===== src/rtl/uart_pkg.sv =====
// Shared UART definitions: transmit state encoding and default baud divider.
// The PARITY state exists only when UART_TX_PARITY_EN is defined.
package uart_pkg;

    // 100 MHz clock / 115200 baud
    localparam int unsigned UART_CLK_DIV_DEFAULT = 868;

    typedef enum logic [2:0] {
        IDLE,
        FETCH,
        START,
        DATA,
`ifdef UART_TX_PARITY_EN
        PARITY,
`endif
        STOP
    } tx_state_e;

endpackage


===== src/rtl/uart_baud_cnt.sv =====
// Bit-time counter: counts 0..CLK_DIV-1 and flags the last cycle of each bit.
module uart_baud_cnt
    import uart_pkg::*;
#(
    parameter int unsigned CLK_DIV = UART_CLK_DIV_DEFAULT
) (
    input  logic clk,
    input  logic rst_n,
    input  logic clear,
    output logic tick
);

    localparam int unsigned CW = $clog2(CLK_DIV);
    localparam logic [CW-1:0] LAST = CW'(CLK_DIV - 1);

    logic [CW-1:0] count;

    assign tick = (count == LAST);

    // Free-running bit counter, held at zero while clear is asserted
    always_ff @(posedge clk or negedge rst_n) begin
        if (!rst_n) begin
            count <= '0;
        end else if (clear || tick) begin
            count <= '0;
        end else begin
            count <= count + CW'(1);
        end
    end

endmodule


===== src/rtl/uart_tx_engine.sv =====
// UART transmitter fed from a TX FIFO read port: start, LSB-first data,
// optional even parity (UART_TX_PARITY_EN), stop.
module uart_tx_engine
    import uart_pkg::*;
#(
    parameter int unsigned WIDTH   = 8,
    parameter int unsigned CLK_DIV = UART_CLK_DIV_DEFAULT
) (
    input  logic             clk,
    input  logic             rst_n,
    input  logic             fifo_empty,
    input  logic [WIDTH-1:0] fifo_dout,
    output logic             fifo_re,
    output logic             tx,
    output logic             busy
);

    localparam int unsigned IW = (WIDTH > 1) ? $clog2(WIDTH) : 1;

    tx_state_e        state;
    tx_state_e        state_next;
    logic             tx_next;
    logic             bit_tick;
    logic             cnt_clear;
    logic             last_bit;
    logic [WIDTH-1:0] shift;
    logic [IW-1:0]    bit_idx;
`ifdef UART_TX_PARITY_EN
    logic             parity;
`endif

    // Counter runs only while a frame is on the line; leaving FETCH starts START at zero
    assign cnt_clear = (state == IDLE) || (state == FETCH);
    assign last_bit  = (bit_idx == IW'(WIDTH - 1));

    uart_baud_cnt #(
        .CLK_DIV(CLK_DIV)
    ) u_baud (
        .clk   (clk),
        .rst_n (rst_n),
        .clear (cnt_clear),
        .tick  (bit_tick)
    );

    // State register plus line flop; tx follows the state one cycle behind
    always_ff @(posedge clk or negedge rst_n) begin
        if (!rst_n) begin
            state <= IDLE;
            tx    <= 1'b1;
        end else begin
            state <= state_next;
            tx    <= tx_next;
        end
    end

    // Next-state decode: advance on bit boundaries
    always_comb begin
        state_next = state;
        case (state)
            IDLE:   if (fifo_re) state_next = FETCH;
            FETCH:  state_next = START;
            START:  if (bit_tick) state_next = DATA;
            DATA: begin
                if (bit_tick && last_bit) begin
`ifdef UART_TX_PARITY_EN
                    state_next = PARITY;
`else
                    state_next = STOP;
`endif
                end
            end
`ifdef UART_TX_PARITY_EN
            PARITY: if (bit_tick) state_next = STOP;
`endif
            STOP:   if (bit_tick) state_next = IDLE;
            default: state_next = IDLE;
        endcase
    end

    // Output decode; fifo_re is gated by rst_n so it is low throughout reset
    always_comb begin
        fifo_re = 1'b0;
        busy    = 1'b1;
        tx_next = 1'b1;
        case (state)
            IDLE: begin
                busy    = 1'b0;
                fifo_re = rst_n && !fifo_empty;
            end
            FETCH:  tx_next = 1'b1;
            START:  tx_next = 1'b0;
            DATA:   tx_next = shift[0];
`ifdef UART_TX_PARITY_EN
            PARITY: tx_next = parity;
`endif
            STOP:   tx_next = 1'b1;
            default: busy = 1'b0;
        endcase
    end

    // Datapath: load the popped word in FETCH, shift out one bit per boundary
    always_ff @(posedge clk or negedge rst_n) begin
        if (!rst_n) begin
            shift   <= '0;
            bit_idx <= '0;
`ifdef UART_TX_PARITY_EN
            parity  <= 1'b0;
`endif
        end else if (state == FETCH) begin
            shift   <= fifo_dout;
            bit_idx <= '0;
`ifdef UART_TX_PARITY_EN
            parity  <= ^fifo_dout;
`endif
        end else if ((state == DATA) && bit_tick) begin
            shift   <= shift >> 1;
            bit_idx <= bit_idx + IW'(1);
        end
    end

endmodule


===== config.mk =====
export PLATFORM = sky130hd
export DESIGN_NAME = uart_tx_engine
export DESIGN_NICKNAME = d
export VERILOG_FILES = /design/src/rtl/uart_pkg.sv /design/src/rtl/uart_baud_cnt.sv /design/src/rtl/uart_tx_engine.sv
export SDC_FILE = /design/constraint.sdc
export NUM_CORES = 1
export LEC_CHECK = 0
export BUFFER_PORTS_ARGS = -buffer_cell sky130_fd_sc_hd__buf_2
export CAP_MARGIN = 20
export CORE_UTILIZATION = 45
export DETAILED_ROUTE_END_ITERATION = 10
export PLACE_DENSITY_LB_ADDON = 0.25
export SLEW_MARGIN = 20
export SYNTH_ARGS = -nofsm -noshare
export SYNTH_HDL_FRONTEND = slang
export SYNTH_SLANG_ARGS = --single-unit

===== constraint.sdc =====
create_clock -name clk -period 1.8 [get_ports clk]
set_input_delay 0.27 -clock clk [delete_from_list [all_inputs] [get_ports clk]]
set_output_delay 0.27 -clock clk [all_outputs]
set_load 0.01 [all_outputs]

## Word-level counts from Yosys, hierarchy flattened

Cells that the tools add are included.

- Register bits: 25
- Input bits: 11
- Word-level logic and storage cells: 40
- Latch bits: 0
- Bits in read-only memories: 0
- Memories: 0
- Bits in writable memories: 0

- Add/sub/neg operators: 2
- Reductions and logical operators: 10
- Shift operators: 0
- Magnitude comparators: 0
- Eq/ne operators: 10
- Multiplexer cells: 13
- Divide/modulo/power cells: 0
- Multiply operators: 0
- Bitwise gates (word level): 0

Operators by type and width:

| kind | number |
|---|---|
| 3-bit 2-to-1 mux | 6 |
| 8-bit 2-to-1 mux | 2 |
| 3-bit one-hot mux with 5 select lines | 1 |
| 10-bit by 1-bit adder with 10-bit output (second input constant) | 1 |
| 10-bit == test (second input constant) | 1 |
| 10-bit 2-to-1 mux | 1 |
| 2-bit inequality test (second input constant) | 4 |
| 3-bit by 2-bit == test with 1-bit output (second input constant) | 2 |
| 3-bit == test (second input constant) | 2 |
| 4-bit AND reduction | 1 |
| 4-bit OR reduction | 1 |
| 3-bit by 1-bit adder with 3-bit output (second input constant) | 1 |
| 3-bit by 1-bit == test with 1-bit output (second input constant) | 1 |
| 1-bit logical AND | 3 |
| 3-bit logical NOT | 1 |
| 1-bit logical OR | 2 |
| 1-bit 2-to-1 mux | 2 |
| 1-bit one-hot mux with 2 select lines | 1 |
| 2-bit nonzero test | 1 |
| 1-bit logical NOT | 1 |

## Logic depth before layout (Yosys ltp)

Gate-level depths: netlist of the first run.

- Word-level depth: 5
- Depth in mapped cells: 5

## By module

From an unflattened synthesis of the first run, not the netlist that was laid out.

- Cell total of the unflattened synthesis: 135
- Area, all modules: 1423.9 µm²

Modules (own cells, without submodules):

| module | times used | area each (µm²) | cells an instance |
|---|---|---|---|
| uart_tx_engine | 1 | 909.6 | 83 |
| uart_baud_cnt | 1 | 514.2 | 52 |

## Worst setup path before layout of the first run

Ideal clock, no wire load.

- Path kind: reg2out
- Start point: register state[1]
- End point: output port fifo_re
- Required time: 1.530 ns
- Cell stages (with the launch flop): 4
- Slack: 0.235 ns
- Arrival time: 1.295 ns
- Cell sequence: dfrtp_1 -> buf_1 -> nor2_1 -> nor4bb_1

- Word-level cells in the longest chain between the ends: 2

Ends and longest elaborated chain:

| item | line | text |
|---|---|---|
| from (decl) | uart_tx_engine.sv:20 | `tx_state_e state;` |
| from (signal assigned) | uart_tx_engine.sv:51 | `state <= state_next;` |
| 3-bit logical NOT | uart_tx_engine.sv:85 | `case (state)` |
| 1-bit 2-to-1 mux | uart_tx_engine.sv:85 |  |
| to (decl) | uart_tx_engine.sv:13 | `output logic fifo_re,` |

No other way between the ends.

## Worst setup path after layout of the first run

- Start point: register state[0]
- End point: output port fifo_re

The elaborated chain is that of the path after synthesis.

==> run_results.csv, run 1 <==
group,metric,value,unit
timing,hold_ws,0.230,ns
global_routing,grt_max_degree,16,
synthesis,yosysMostFrequentCell,"dfrtp_1",
timing,relSlewSlack,0.683,
place,dpl.cell_count,195,
floorplan,start_util,0.472,
routing,via_count,1157,
critical_path,path_buf_inv,1,
power,p_clk_frac,0.165,
timing,finClkSkew,0.00974,ns
timing,slew_viol_final,0,
synthesis,async_flop_share,1.00,
routing,drc,0,
timing,timing_hold_violations_final,0,
critical_path,reg2reg_depth,5,
floorplan,die_area,3430,sq um
clocking,clock-sinks,25,
finish,num_antenna_cells,0,
synthesis,postSynthAreaPerCell,10.1,sq um
finish,final_cells,201,
place,io_buffers,13,
timing,fin_crit,1.69,ns
global_routing,grt_antenna_before_repair,0,
timing,fmax,592,MHz
critical_path,slowest_stage,"dfrtp_2",
power,pwr-share-seq,0.501,
place,placed_area,1550,sq um
routing,drt_wl_total,2.87,mm
routing,avgViaCountPerCell,5.76,
power,p_sw,606,uW
critical_path,crit_family,"flip-flops",
critical_path,critPathArrivalTime,1.42,ns
hold_path,hp-class,"input port to flip-flop",
timing,worstMarginPinSlew,0.476,ns
finish,drive_gt1_frac,0.223,
synthesis,syn_nets,157,
global_routing,grtUsageTotal,0.186,
clocking,cts_tree,"yes",
power,p_comb_frac,0.335,
status,status,"finished, final reports clean",
timing,tns,0,ns
global_routing,grt-ovfl-total,0,
floorplan,ioPinCount,14,
power,sw_frac_of_total,0.387,
synthesis,synthFlopType,"dfrtp_1",
routing,drt_first_pass_iters,4,
floorplan,die_x,58.6,um
critical_path,worst_ep_required_time,1.53,ns
critical_path,path_max_fanout,9,
place,finalWeightedCongestion,0.883,
power,p_leak,0.000639,uW
synthesis,netlist_instances,143,
clocking,clockRootBuffer,"clkbuf_4",
synthesis,synth-edff-count,0,
floorplan,core,3050,sq um
clocking,cts_buffers,3,
global_routing,first_global_vias,1061,
synthesis,ys_types,49,
synthesis,synth_common_cells,"24 x dfrtp_1, 12 x inv_1, 8 x a211oi_1, 8 x a311oi_1",
routing,antenna_left,0,
floorplan,row_count,20,
timing,rsz0062_at_grt,"no",
finish,syn2layout_area_growth,10.9,%
critical_path,start_kind,"flip-flop",
routing,drt-initial-drc-count,63,
place,dp_hpwl,2.09,mm
global_routing,grt_pass1_wl,4.85,mm
synthesis,synth_warnings,0,
synthesis,seq_area_frac_synth,0.435,
finish,final_area,1600,sq um
critical_path,endpoint_kind,"output pin",
critical_path,max_stage_delay,0.49,ns
finish,utilization,0.523,
finish,nets,172,
floorplan,die_h,58.6,um
power,p_int,959,uW
synthesis,netlist_area,1440,sq um
clocking,clk_pin_slew,0.15,ns
critical_path,critPathKind,"flip-flop to output pin",
synthesis,ys_ff_latch,25,
hold_path,hold_depth,3,
clocking,clock_latency,0.32,ns
synthesis,yosys.area.top_type_share,0.417,
routing,wire_per_inst,14.3,um
synthesis,yosys.area.top_type,"dfrtp_1",
timing,fin_crit_sh,0.939,
power,powerDensity,980,nW/um^2
timing,setup_viol,0,
critical_path,crit_chain,"nor2_2 > nor4bb_1 > buf_2",
clocking,cts.path.max_buffers,2,
clocking,htree_num_levels,1,
flow_run,maxCapViolCount,0,
power,peakVddDrop,0.589,mV
critical_path,path_depth,3,
synthesis,ys_top_cells_by_area,"dfrtp_1 42%, a311oi_1 4.9%, a211oi_1 4.2%, inv_1 3.1%, o22ai_1 3.0%",
[state kept, by name, summed over array words and instances (netlist names)]
| signal | count |
|---|---|
| bit_idx | 3 |
| shift | 8 |
| state | 3 |
| tx | 1 |
| u_baud.count | 10 |
[stage by stage]
stage               worst slack, ns  total power [uW]
finish                        0.111              1570
global route                0.00198              1680
CTS                         0.00596              1570
detailed placement            0.173              1310
global placement              0.234              1290
floorplan                     0.235              1170
[worst reg2reg max path: cells and delay by family (launching register included)]
family          cells  cell delay, ns
compound gates      1            0.14
flops               1            0.42
buf+inv             1            0.18
simple gates        2            0.51
fa+ha+maj           1            0.26
[power by group through the flow]
stage | registers (uW) | logic, uW | clock network, uW
after floorplan | 761 | 412 | 0
after global placement | 784 | 501 | 0
after detailed placement | 790 | 520 | 0
after CTS | 781 | 524 | 270
after global routing | 803 | 582 | 292
final | 784 | 524 | 258
[routing by layer]
| layer | global-route usage | vias up | wire length, um |
|---|---|---|---|
| met1 | 0.244 | 568 | 1340 |
| li1 | - | 575 | - |
| met4 | 0.0714 | 0 | 16 |
| met2 | 0.314 | 12 | 1460 |
| met5 | 0 | - | 0 |
| met3 | 0.0264 | 2 | 59 |
[final cells by class]
cell class,count,area [sq um]
fillers,293,1460
multi-input cells,96,718
flip-flops and latches,25,629
repair buffers,20,123
well taps,44,55.1
inverters,12,45.0
clock buffers,3,22.5
clock inverters,1,5.00
[path summary, 6_finish.rpt]
check                                start              end  slack, ns
setup / recovery                  state[0]          fifo_re       0.11
hold / removal                fifo_dout[3]         shift[3]       0.23
setup reg to reg           u_baud.count[0]         shift[2]       0.15
hold reg to reg            u_baud.count[0]  u_baud.count[0]       0.51
max in group asynchronous            rst_n         state[1]       1.04
min in group asynchronous            rst_n         state[0]       0.33
[logic make-up after synthesis]
logic type                 Yosys count  synth area share
DFF                                 25             0.435
AOI/OAI and AO/OA                   46             0.247
xor gates and xnor gates             4            0.0243
adders and majority gates            3            0.0260
buffers and inverters               22            0.0686
and+or+nand+nor                     43             0.200
[cells in the final DEF, fill, tap and decap left out, types with 2 or more instances in the layout]
master / synthesis / final
o22ai_1: 7 / 7
a211oi_1: 8 / 8
nor3_1: 2 / 2
o31ai_1: 3 / 3
dfrtp_2: 0 / 2
xor2_1: 2 / 2
a311oi_1: 8 / 8
nand3_1: 5 / 5
clkbuf_4: 0 / 4
o21ai_0: 4 / 4
nor2_1: 7 / 6
a21oi_1: 4 / 4
ha_1: 3 / 3
or3_1: 4 / 4
buf_4: 1 / 6
buf_2: 3 / 12
dfrtp_1: 24 / 22
nand4_1: 2 / 2
o211ai_1: 2 / 2
xnor2_1: 2 / 2
nand3_2: 2 / 2
inv_1: 12 / 12
o311ai_0: 3 / 3
nand2_1: 6 / 6
[what timing repair did]
item	in CTS	in global routing
setup endpoints to repair	1	1
hold buffers	1	0
endpoints found under the hold margin	11	0
gates resized for setup	2	2
pin swaps	0	0
setup buffers	0	1
No activity file was read; power rests on OpenSTA's default activity.
==> run 2: changes to the inputs <==
BUFFER_PORTS_ARGS = -buffer_cell sky130_fd_sc_hd__buf_4   (was -buffer_cell sky130_fd_sc_hd__buf_2)
GPL_ROUTABILITY_DRIVEN = 0   (was default)
clock period = 1.85 ns   (was 1.8 ns; I/O delays follow)
==> run_results.csv, run 2 (synthesis results as in run 1) <==
group,metric,value,unit
power,pwr-share-seq,0.516,
power,peakVddDrop,0.575,mV
critical_path,start_kind,"flip-flop",
floorplan,ioPinCount,14,
floorplan,core,3050,sq um
clocking,clk_pin_slew,0.15,ns
timing,fin_crit_sh,0.937,
finish,utilization,0.534,
power,p_clk_frac,0.166,
timing,timing_hold_violations_final,0,
status,status,"finished, final reports clean",
critical_path,reg2reg_depth,5,
place,io_buffers,13,
global_routing,first_global_vias,1087,
finish,syn2layout_area_growth,13.1,%
global_routing,met1_usage,0.253,
power,sw_frac_of_total,0.389,
global_routing,grtUsageMet3,0.0264,
global_routing,top_usage_layer,"met2",
clocking,clock_latency,0.32,ns
power,p_leak,0.000644,uW
timing,fmax,577,MHz
finish,drive_gt1_frac,0.223,
clocking,cts.path.max_buffers,2,
global_routing,grt_max_degree,16,
global_routing,grt_antenna_before_repair,0,
timing,finClkSkew,0.00812,ns
floorplan,die_area,3430,sq um
hold_path,hold_depth,3,
critical_path,endpoint_kind,"output pin",
clocking,cts_buffers,3,
critical_path,critPathArrivalTime,1.46,ns
routing,avgViaCountPerCell,5.85,
finish,largest_reg_flops,10,
global_routing,grt-ovfl-total,0,
routing,antenna_left,0,
critical_path,rrSetupSlack,0.19,ns
flow_run,maxCapViolCount,0,
global_routing,grtUsageTotal,0.191,
timing,relSlewSlack,0.672,
timing,tns,0,ns
timing,slew_viol_final,0,
finish,layout_common_cells,"22 x dfrtp_1, 19 x buf_4, 12 x inv_1",
critical_path,worst_ep_required_time,1.57,ns
finish,regMostFlops,"u_baud.count",
routing,drc,0,
finish,nets,172,
routing,drt-initial-drc-count,59,
routing,drt_first_pass_iters,4,
place,dp_hpwl,2.18,mm
timing,worstMarginPinSlew,0.492,ns
finish,mostFrequentLayoutCell,"dfrtp_1",
clocking,clockRootBuffer,"clkbuf_4",
timing,setup_viol,0,
hold_path,hp-class,"input port to flip-flop",
critical_path,path_max_fanout,9,
global_routing,grt_pass1_wl,5.02,mm
power,p_comb_frac,0.318,
timing,hold_ws,0.242,ns
finish,reg.largest.list,"u_baud.count x10, shift x8",
clocking,htree_num_levels,1,
power,powerDensity,930,nW/um^2
power,p_sw,590,uW
critical_path,critPathKind,"flip-flop to output pin",
clocking,cts_tree,"yes",
clocking,clock-sinks,25,
power,p_int,926,uW
floorplan,start_util,0.472,
routing,drt_wl_total,2.95,mm
timing,rsz0062_at_grt,"no",
routing,wire_per_inst,14.7,um
routing,via_count,1175,
floorplan,die_x,58.6,um
floorplan,die_h,58.6,um
finish,num_antenna_cells,0,
timing,fin_crit,1.73,ns
global_routing,globalRouteMet2Util,0.323,
floorplan,row_count,20,
run 2: changes by cell type in the layout (fill, tap and decap cells not counted), sizes merged:
cell,before,now
buf,18,19
clkinvlp,0,1
clkbuf,4,3
clkinv,1,0
run 2: final cells by class:
cell class | instances | area, sq um
fill | 283 | 1420
multi-input combinational | 96 | 718
sequential | 25 | 629
timing repair buffer | 20 | 153
tap | 44 | 55.1
inverter | 12 | 45.0
clock buffer | 3 | 22.5
clock inverter | 1 | 7.51
run 2: repair_timing:
| item | 4_1_cts | 5_1_grt |
|---|---|---|
| hold endpoints to repair | 10 | 0 |
| gates resized for setup | 2 | 1 |
| buffers inserted | 0 | 2 |
| setup endpoints to repair | 1 | 1 |
| hold buffers | 1 | 0 |
| cloned | 0 | 0 |
run 2: worst paths after layout:
check | from | to
worst max-delay path | state[0] | fifo_re
worst min-delay path | fifo_dout[2] | shift[2]
worst max register to register | u_baud.count[0] | shift[0]
worst min register to register | u_baud.count[0] | u_baud.count[0]
max in group asynchronous | rst_n | tx
min in group asynchronous | rst_n | u_baud.count[0]
run 2: power by group through the flow:
stage / clock network (uW) / registers, uW / logic, uW
floorplan: 0 / 741 / 401
global placement: 0 / 782 / 460
detailed placement: 0 / 790 / 484
CTS: 263 / 780 / 486
global route: 287 / 800 / 542
finish: 252 / 782 / 482
run 2: stage by stage:
| step | instance area [sq um] | std cells | power (uW) | setup WS, ns |
|---|---|---|---|---|
| global route | 1630 | 201 | 1630 | 0.0247 |
| global placement | 1570 | 194 | 1240 | 0.266 |
| detailed placement | 1570 | 194 | 1270 | 0.185 |
| floorplan | 1440 | 143 | 1140 | 0.278 |
| CTS | 1610 | 199 | 1530 | 0.0321 |
| finish | 1630 | 201 | 1520 | 0.117 |
run 2: per-layer routing:
metal  vias to the layer above  share of wire
li1                        573              -
met1                       583           0.47
met2                        17           0.49
met3                         2          0.028
met4                         0         0.0058
met5                         -              0
run 2: critical path, cell delays in order (launching register included):
cell and delay (ns):
dfrtp_2 0.49, nor2_2 0.17, nor4bb_1 0.31, buf_4 0.17
==> run 3: changes to the inputs <==
ABC_AREA = 1   (was default)
CTS_BUF_LIST = sky130_fd_sc_hd__clkbuf_8   (was default)
clock period = 1.4 ns   (was 1.85 ns; I/O delays follow)
==> run_results.csv, run 3 <==
group,metric,value,unit
status,status,"finished with violations",
status,violations,"setup timing",
synthesis,yosys.area.top_type,"dfrtp_1",
synthesis,netlist_area,1410,sq um
timing,worstMarginPinSlew,0.322,ns
timing,hold_ws,0.150,ns
place,io_buffers,13,
timing,slew_viol_final,0,
flow_run,maxCapViolCount,0,
timing,timing_hold_violations_final,0,
synthesis,synth_warnings,0,
critical_path,start_kind,"flip-flop",
global_routing,first_global_vias,1091,
place,dp_hpwl,1.91,mm
synthesis,postSynthAreaPerCell,8.54,sq um
power,p_comb_frac,0.544,
clocking,clock_latency,0.27,ns
clocking,clock-sinks,25,
synthesis,synth_top_family_by_area,"simple AND/OR/NAND/NOR gates",
critical_path,worst_ep_required_time,1.19,ns
finish,reg.largest.list,"u_baud.count x10, shift x8",
synthesis,ys_top_cells_by_area,"dfrtp_1 43%, nand2_1 15%, nor2_1 3.7%, nand2_2 3.1%, inv_1 2.9%",
finish,regMostFlops,"u_baud.count",
power,pwr-share-seq,0.320,
synthesis,yosys.area_share.simple,0.377,
routing,drt-initial-drc-count,53,
critical_path,critPathArrivalTime,1.20,ns
synthesis,synth-compound-area-share,0.0675,
power,p_clk_frac,0.135,
synthesis,netlist_instances,165,
power,p_int,1870,uW
routing,drt_first_pass_iters,4,
power,powerDensity,1820,nW/um^2
power,p_leak,0.000896,uW
critical_path,max_stage_delay,0.44,ns
synthesis,synth-edff-count,0,
routing,avgViaCountPerCell,5.18,
hold_path,hp-class,"input port to flip-flop",
floorplan,ioPinCount,14,
synthesis,ys_ff_latch,25,
finish,largest_reg_flops,10,
clocking,clk_pin_slew,0.10,ns
timing,fin_ws,-0.00979,ns
critical_path,path_common_cell,"nand2_2",
finish,num_antenna_cells,0,
finish,utilization,0.630,
finish,mostFrequentLayoutCell,"nand2_1",
finish,syn2layout_area_growth,27.5,%
floorplan,die_area,3360,sq um
timing,relSlewSlack,0.783,
timing,finClkSkew,0.0104,ns
clocking,cts_tree,"yes",
clocking,htree_num_levels,1,
power,sw_frac_of_total,0.428,
synthesis,async_flop_share,1.00,
global_routing,grtUsageTotal,0.177,
routing,antenna_left,0,
synthesis,synth_fa_ha_area_frac,0.0266,
critical_path,crit_chain,"inv_2 > nand2_2 > nand2_2 > o21ai_1 > buf_4",
routing,wire_per_inst,12.5,um
global_routing,grt_antenna_before_repair,0,
routing,via_count,1186,
synthesis,seq_area_frac_synth,0.445,
synthesis,ys_types,32,
global_routing,grt-ovfl-total,0,
synthesis,synthFlopType,"dfrtp_1",
clocking,cts.path.max_buffers,2,
finish,nets,213,
timing,setup_viol,1,
critical_path,slowest_stage,"dfrtp_1",
synthesis,yosysMostFrequentCell,"nand2_1",
critical_path,endpoint_kind,"output pin",
floorplan,row_count,19,
timing,rsz0062_at_grt,"yes",
floorplan,core,2850,sq um
power,peakVddDrop,1.04,mV
critical_path,critPathKind,"flip-flop to output pin",
timing,fin_crit_sh,1.01,
global_routing,grt_pass1_wl,4.68,mm
timing,fin_crit,1.41,ns
finish,layout_common_cells,"49 x nand2_1, 28 x buf_4, 23 x dfrtp_1",
synthesis,synth_xor_area_frac,0.0124,
routing,drt_wl_total,2.85,mm
floorplan,die_h,58.0,um
synthesis,syn_nets,179,
routing,drc,0,
finish,drive_gt1_frac,0.379,
global_routing,grt_max_degree,26,
timing,fmax,709,MHz
floorplan,die_x,58.0,um
synthesis,synth_common_cells,"57 x nand2_1, 24 x dfrtp_1, 14 x nor2_1",
floorplan,start_util,0.494,
clocking,clockRootBuffer,"clkbuf_8",
clocking,cts_buffers,3,
power,p_sw,1400,uW
synthesis,synth.area.mux_share,0.00710,
synthesis,yosys.area.top_type_share,0.426,
critical_path,path_max_fanout,4,
==> run 3: changes by cell type in the layout (fill, tap and decap cells not counted), sizes merged, moves of 7 or more <==
cell	delta
nor2	+13
a211oi	-8
o22ai	-7
buf	+11
a311oi	-8
nand2	+60
==> run 3: repair_timing <==
action | 4_1_cts | 5_1_grt
hold buffers | 1 | 0
pin swaps | 4 | 7
resized for setup | 11 | 16
endpoints found under the setup margin | 5 | 17
setup buffers | 6 | 1
hold endpoints to repair | 24 | 0
==> run 3: cell type report <==
cell class / instances / area [sq um]
fillers: 233 / 1060
multi-input cells: 123 / 774
flip-flops and latches: 25 / 628
repair buffers: 31 / 243
inverters: 15 / 63.8
clock buffers: 3 / 41.3
well taps: 31 / 38.8
clock inverters: 1 / 7.51
==> run 3: power groups by stage <==
stage	Clock, uW	Sequential [uW]	Combinational [uW]
6_report	444	1050	1780
5_1_grt	480	1070	1980
4_1_cts	452	1040	1670
3_5_place_dp	0	1040	1470
3_3_place_gp	0	1030	1420
2_1_floorplan	0	1020	1160
==> run 3: worst paths after layout <==
| path | depth (start not counted) | slack, ns | from | end |
|---|---|---|---|---|
| worst max-delay path | 5 | -0.01 | state[2] | busy |
| min in group asynchronous | 3 | 0.46 | rst_n | state[1] |
| worst min register to register | 2 | 0.49 | shift[3] | shift[3] |
| worst min-delay path | 3 | 0.15 | fifo_dout[7] | shift[7] |
| max in group asynchronous | 3 | 0.66 | rst_n | tx |
| worst max register to register | 8 | 0.02 | u_baud.count[0] | shift[0] |
==> run 3: critical path, delay by kind of cell, from the launching register on <==
kind	cells	cell delay [ns]
buffers and inverters	2	0.23
and+or+nand+nor	2	0.15
AOI/OAI and AO/OA	1	0.12
DFF	1	0.44
==> run 3: kinds of logic after synthesis <==
logic type	count (synthesis)
flip-flops	25
XOR/XNOR	2
multiplexers	1
adder cells (fa/ha/maj)	3
AO/OA/AOI/OAI	14
AND/OR/NAND/NOR	103
buffers and inverters	17
==> run 3: metrics by stage <==
stage | instance area, sq um | total power [uW] | cells | setup TNS (ns) | setup WS (ns)
final | 1800 | 3280 | 229 | -0.00979 | -0.00979
after global routing | 1800 | 3520 | 229 | -0.549 | -0.0723
after CTS | 1730 | 3160 | 228 | -0.0189 | -0.0153
after detailed placement | 1590 | 2520 | 217 | -0.0416 | -0.0309
after global placement | 1590 | 2450 | 217 | 0 | 0.0373
after floorplan | 1410 | 2180 | 165 | 0 | 0.0624
==> run 3: layer usage <==
layer / vias up / part of all wire / global-route usage
li1: 596 / - / -
met1: 563 / 0.45 / 0.247
met2: 21 / 0.51 / 0.282
met3: 6 / 0.028 / 0.0290
met4: 0 / 0.011 / 0.0578
met5: - / 0 / 0
